===== src/rtl/dcache_wb_burst_ctrl.sv =====
// dcache_wb_burst_ctrl: writes one evicted D-cache line to memory as a single
// AXI-style INCR write burst (one AW beat, NBEAT W beats, one B response).
module dcache_wb_burst_ctrl #(
  parameter int Offset_len    = 6,
  parameter int Segment_width = 32,
  parameter int Addr_width    = 32
) (
  input  logic                          clk,
  input  logic                          rstn,
  input  logic                          wb_req,
  input  logic [Addr_width-1:0]         wb_addr,
  input  logic [(1<<(Offset_len+3))-1:0] wb_line,
  output logic                          wb_ready,
  output logic                          wb_done,
  output logic                          wb_err,
  output logic                          awvalid,
  output logic [Addr_width-1:0]         awaddr,
  output logic [7:0]                    awlen,
  input  logic                          awready,
  output logic                          wvalid,
  output logic [Segment_width-1:0]      wdata,
  output logic                          wlast,
  input  logic                          wready,
  input  logic                          bvalid,
  input  logic [1:0]                    bresp,
  output logic                          bready,
  output logic [Offset_len-2:0]         buf_shift_count,
  output logic [(1<<(Offset_len+3))-1:0] d_wdata,
  input  logic [Segment_width-1:0]      write_data_mux
);
  localparam int LW = 1 << (Offset_len + 3);
  localparam int CW = Offset_len - 2;
  localparam logic [1:0] IDLE = 2'd0;
  localparam logic [1:0] ADDR = 2'd1;
  localparam logic [1:0] DATA = 2'd2;
  localparam logic [1:0] RESP = 2'd3;
  logic [1:0]            state;
  logic [LW-1:0]         line_q;
  logic [Addr_width-1:0] addr_q;
  logic [CW-1:0]         cnt;
  logic                  done_q;
  logic                  err_q;
  logic                  unused_addr_lsb;
  // The line offset bits never reach the bus: bursts are always line-aligned.
  assign unused_addr_lsb = ^wb_addr[Offset_len-1:0];
  always_ff @(posedge clk or negedge rstn) begin
    if (!rstn) begin
      state  <= IDLE;
      line_q <= '0;
      addr_q <= '0;
      cnt    <= '0;
      done_q <= 1'b0;
      err_q  <= 1'b0;
    end else begin
      done_q <= 1'b0;
      case (state)
        IDLE: if (wb_req) begin
          line_q <= wb_line;
          addr_q <= {wb_addr[Addr_width-1:Offset_len], {Offset_len{1'b0}}};
          cnt    <= '0;
          state  <= ADDR;
        end
        ADDR: if (awready) state <= DATA;
        DATA: if (wready) begin
          if (wlast) state <= RESP;
          else cnt <= cnt + 1'b1;
        end
        default: if (bvalid) begin
          done_q <= 1'b1;
          err_q  <= |bresp;
          state  <= IDLE;
        end
      endcase
    end
  end
  assign wb_ready        = state == IDLE;
  assign wb_done         = done_q;
  assign wb_err          = err_q && done_q;
  assign awvalid         = state == ADDR;
  assign awaddr          = addr_q;
  assign awlen           = 8'((1 << CW) - 1);
  assign wvalid          = state == DATA;
  assign wdata           = write_data_mux;
  assign wlast           = wvalid && (cnt == '1);
  assign bready          = state == RESP;
  assign buf_shift_count = {1'b0, cnt};
  assign d_wdata         = line_q;
endmodule

===== config.mk =====
export PLATFORM = sky130hd
export DESIGN_NAME = dcache_wb_burst_ctrl
export DESIGN_NICKNAME = d
export VERILOG_FILES = /design/src/rtl/dcache_wb_burst_ctrl.sv
export SDC_FILE = /design/constraint.sdc
export NUM_CORES = 1
export LEC_CHECK = 0
export BUFFER_PORTS_ARGS = -buffer_cell sky130_fd_sc_hd__buf_2
export CORE_AREA = 2 2 456 458
export CTS_CLUSTER_SIZE = 14
export DETAILED_ROUTE_END_ITERATION = 6
export DIE_AREA = 0 0 458 460
export HOLD_SLACK_MARGIN = 0.06
export PLACE_DENSITY = 0.39
export SYNTH_ARGS = -nofsm -noshare
export SYNTH_HDL_FRONTEND = slang
export SYNTH_SLANG_ARGS = --single-unit

===== constraint.sdc =====
create_clock -name clk -period 1.8 [get_ports clk]
set_input_delay 0.36 -clock clk [delete_from_list [all_inputs] [get_ports clk]]
set_output_delay 0.36 -clock clk [all_outputs]
set_load 0.01 [all_outputs]

==> out/metrics.csv <==
stage,metric,value,unit
critical_path,crit path max fanout,2,
route,vias per cell,3.003,
clock_tree,clock-pin transition on the worst setup and hold timing paths,0.06,ns
place,port bufs,1094,
route,drt wl/cell,18.50,um
critical_path,register-to-register path setup slack,-0.05,ns
sta,Setup Skew,0.02814,ns
die,Die X,458,um
outcome,outcome,"finished, violations left",
cells_and_area,NumNets Final,3538,
sta,unrepaired setup endpoints after global routing,true,
clock_tree,clk sink count,546,
synth,"top cells by count, synth","dfrtp_1, mux2_2, buf_6, buf_4",
sta,fmax,0.4793,GHz
critical_path,Reg-to-Reg Start,state[0],
pwr,Leak Pwr,17.28,nW
die,Core ar.,206000,um^2
global_route,largest net degree at the start of global routing,76,
clock_tree,"Clk Latency, worst-skew pair",0.68,ns
synth,average size of a mapped cell,17.01,um^2
clock_tree,CTS Buf Count,71,
cells_and_area,Area Growth Syn to Fin,80.34,%
die,Top Ports,1180,
pwr,power per cell area,1642,nW/um^2
sta,final setup violation count,6,
sta,Final Max Tran Viols,0,
synth,most common cell in the synthesized netlist,dfrtp_1,
outcome,failing checks,setup timing,
route,drt pass-1 iters,4,
synth,"Distinct cells, synth",27,
synth,Async SR Flop Fraction,1.000,
place,"Cell Area, Placed",30000,um^2
critical_path,Crit Path Class,reg2out,
critical_path,WP data arrival,1.73,ns
critical_path,Crit. End Element,output pin,
sta,Hold Fails Final Rpt,0,
global_route,first-pass GRT wire length,143.4,mm
global_route,grt total ovfl,0,
global_route,met1 Use GR,0.1121,
route,Antenna Nets Post-Route,0,
place,hpwl dp,86.86,mm
synth,Yosys top cell area share,0.6488,
synth,Mapped Area,21060,um^2
sta,setup ws final,-0.2863,ns
global_route,M3 GR Usage,0.04049,
route,1st-iter DRT viols,583,
cells_and_area,Post-Layout Inst Area,37980,um^2
worst_hold_path,Hold EP,wb_done,
global_route,initial antenna violation count,45,
pwr,VDD IR max,0.9422,mV
critical_path,Critical Path RT,1.44,ns
global_route,grt met2 use,0.1572,
sta,minimum clock period,2.086,ns
synth,Seq cells post-synth,546,
synth,"EDFF count, synth",0,
synth,Syn Inst Count,1238,
route,routed wire length,105.7,mm
route,Remaining DRCs,0,
critical_path,worst r2r dst,state[1],
die,Row Count,167,
run,max_cap viols,0,
clock_tree,root buffer cell,clkbuf_16,
clock_tree,CTS tree,yes,
die,Die H,460,um
worst_hold_path,hold depth,2,
die,die area,210700,um^2
worst_hold_path,Tightest Hold Check Type,in2reg,
cells_and_area,proportion of layout cells with a drive suffix above 1,0.6196,
sta,Final period util,1.159,
sta,Min Hold Slack,0.1707,ns
global_route,vias in the first global route,18463,
synth,sequential area share after synthesis,0.6488,
critical_path,CP startpoint kind,register,
synth,ys flop type,dfrtp_1,
cells_and_area,# fillers,22674,
route,vias,17156,
global_route,busiest grt layer,met2,
synth,synth top area cells,"dfrtp_1, mux2_2, buf_6",
synth,Ys Warns,0,
clock_tree,CTS Buffer Depth,3,
synth,post-synth top area cell,dfrtp_1,
place,GPL Wtd Cong,0.7973,
critical_path,Worst Reg-to-Reg Cells,9,
worst_hold_path,hold path start,bvalid,
die,Starting Density,0.1022,
global_route,GRT Overall Usage,0.09682,
clock_tree,H-tree levels,3,
[state kept, by name, indices dropped and copies added (netlist names)]
signal / cells
awaddr: 26
cnt: 4
d_wdata: 512
err_q: 1
state: 2
wb_done: 1
[kinds of logic (layout without fill, tap and decap cells)]
kind of cell | after synthesis | after routing | share of synthesized area
compound gates | 14 | 14 | 0.004872
flops | 546 | 546 | 0.6488
buf+inv | 113 | 1859 | 0.04913
mux | 539 | 539 | 0.2884
other cells | 2 | 27 | 0.0003566
fa+ha+maj | 6 | 6 | 0.003565
simple gates | 18 | 18 | 0.004932
[routing by layer]
layer | routed length (um) | vias to the layer above
met1 | 41300 | 8384
li1 | - | 7734
met2 | 48940 | 851
met5 | 188 | -
met3 | 11340 | 157
met4 | 3942 | 30
[area by class of cell]
type                    count  area, um^2  area share
well taps                2704        3383     0.08908
clock inverters            21       330.3    0.008697
flip-flops and latches    546       13670      0.3600
clock buffers             101        1989     0.05238
diodes                     12       30.03   0.0007906
multi-input cells         592        6516      0.1716
repair buffers           1731       12030      0.3168
inverters                   6       22.52   0.0005930
[layout by cell type (no fill, tap or decap), types with 3 or more instances in the layout]
cell type,n
ha_4,4
clkbuf_1,20
a21oi_1,4
dfrtp_1,537
buf_12,26
diode_2,12
bufinv_16,6
mux2_2,538
clkbuf_16,71
nand2_1,4
dfrtp_2,9
clkinv_4,3
clkinv_2,5
buf_4,66
buf_6,14
dlygate4sd3_1,541
buf_2,1082
inv_1,4
clkbuf_8,10
conb_1,15
o21ai_0,3
inv_6,3
[worst max-delay path by stage]
stage | cells past startpoint | endpoint | slack [ns] | start
2_1_floorplan | 7 | state[1] | 0.03 | state[0]
3_3_place_gp | 7 | wlast | -0.03 | state[0]
3_5_place_dp | 8 | cnt[1] | -0.006 | state[0]
4_1_cts | 6 | wvalid | -0.39 | state[0]
5_1_grt | 6 | wvalid | -0.39 | state[0]
6_report | 6 | wlast | -0.29 | state[0]
[where the power goes]
part           internal, mW  switching [mW]  total (mW)  leakage, nW
combinational          12.9            13.0        25.8         9.71
sequential             18.6            3.39        22.0         6.43
clock                  8.60            5.91        14.5         1.13
[critical path: stages (launching register included)]
cell     delay [ns]
dfrtp_1        0.36
inv_2          0.06
buf_6          0.11
ha_4           0.16
buf_6          0.12
and2_4         0.13
buf_6          0.12
[metrics by stage]
stage	TNS (ns)	utilization	worst slack, ns	power (mW)	std cells
after floorplan	0	-	0.03484	34.22	1251
after global placement	-0.05202	0.1456	-0.03499	47.11	5034
after detailed placement	-0.006041	0.1456	-0.006041	47.29	5034
after CTS	-1.725	0.1840	-0.3947	63.81	5700
after global routing	-1.667	0.1843	-0.3905	66.26	5707
final	-0.9812	0.1843	-0.2863	62.38	5713
[repair_timing]
item / in CTS / in global routing
hold buffers: 541 / 0
hold endpoints to repair: 885 / 0
setup buffers: 5 / 1
endpoints found under the setup margin: 31 / 7
gates resized for setup: 44 / 8
pin swaps: 4 / 2
No activity file was read; power rests on OpenSTA's default activity.
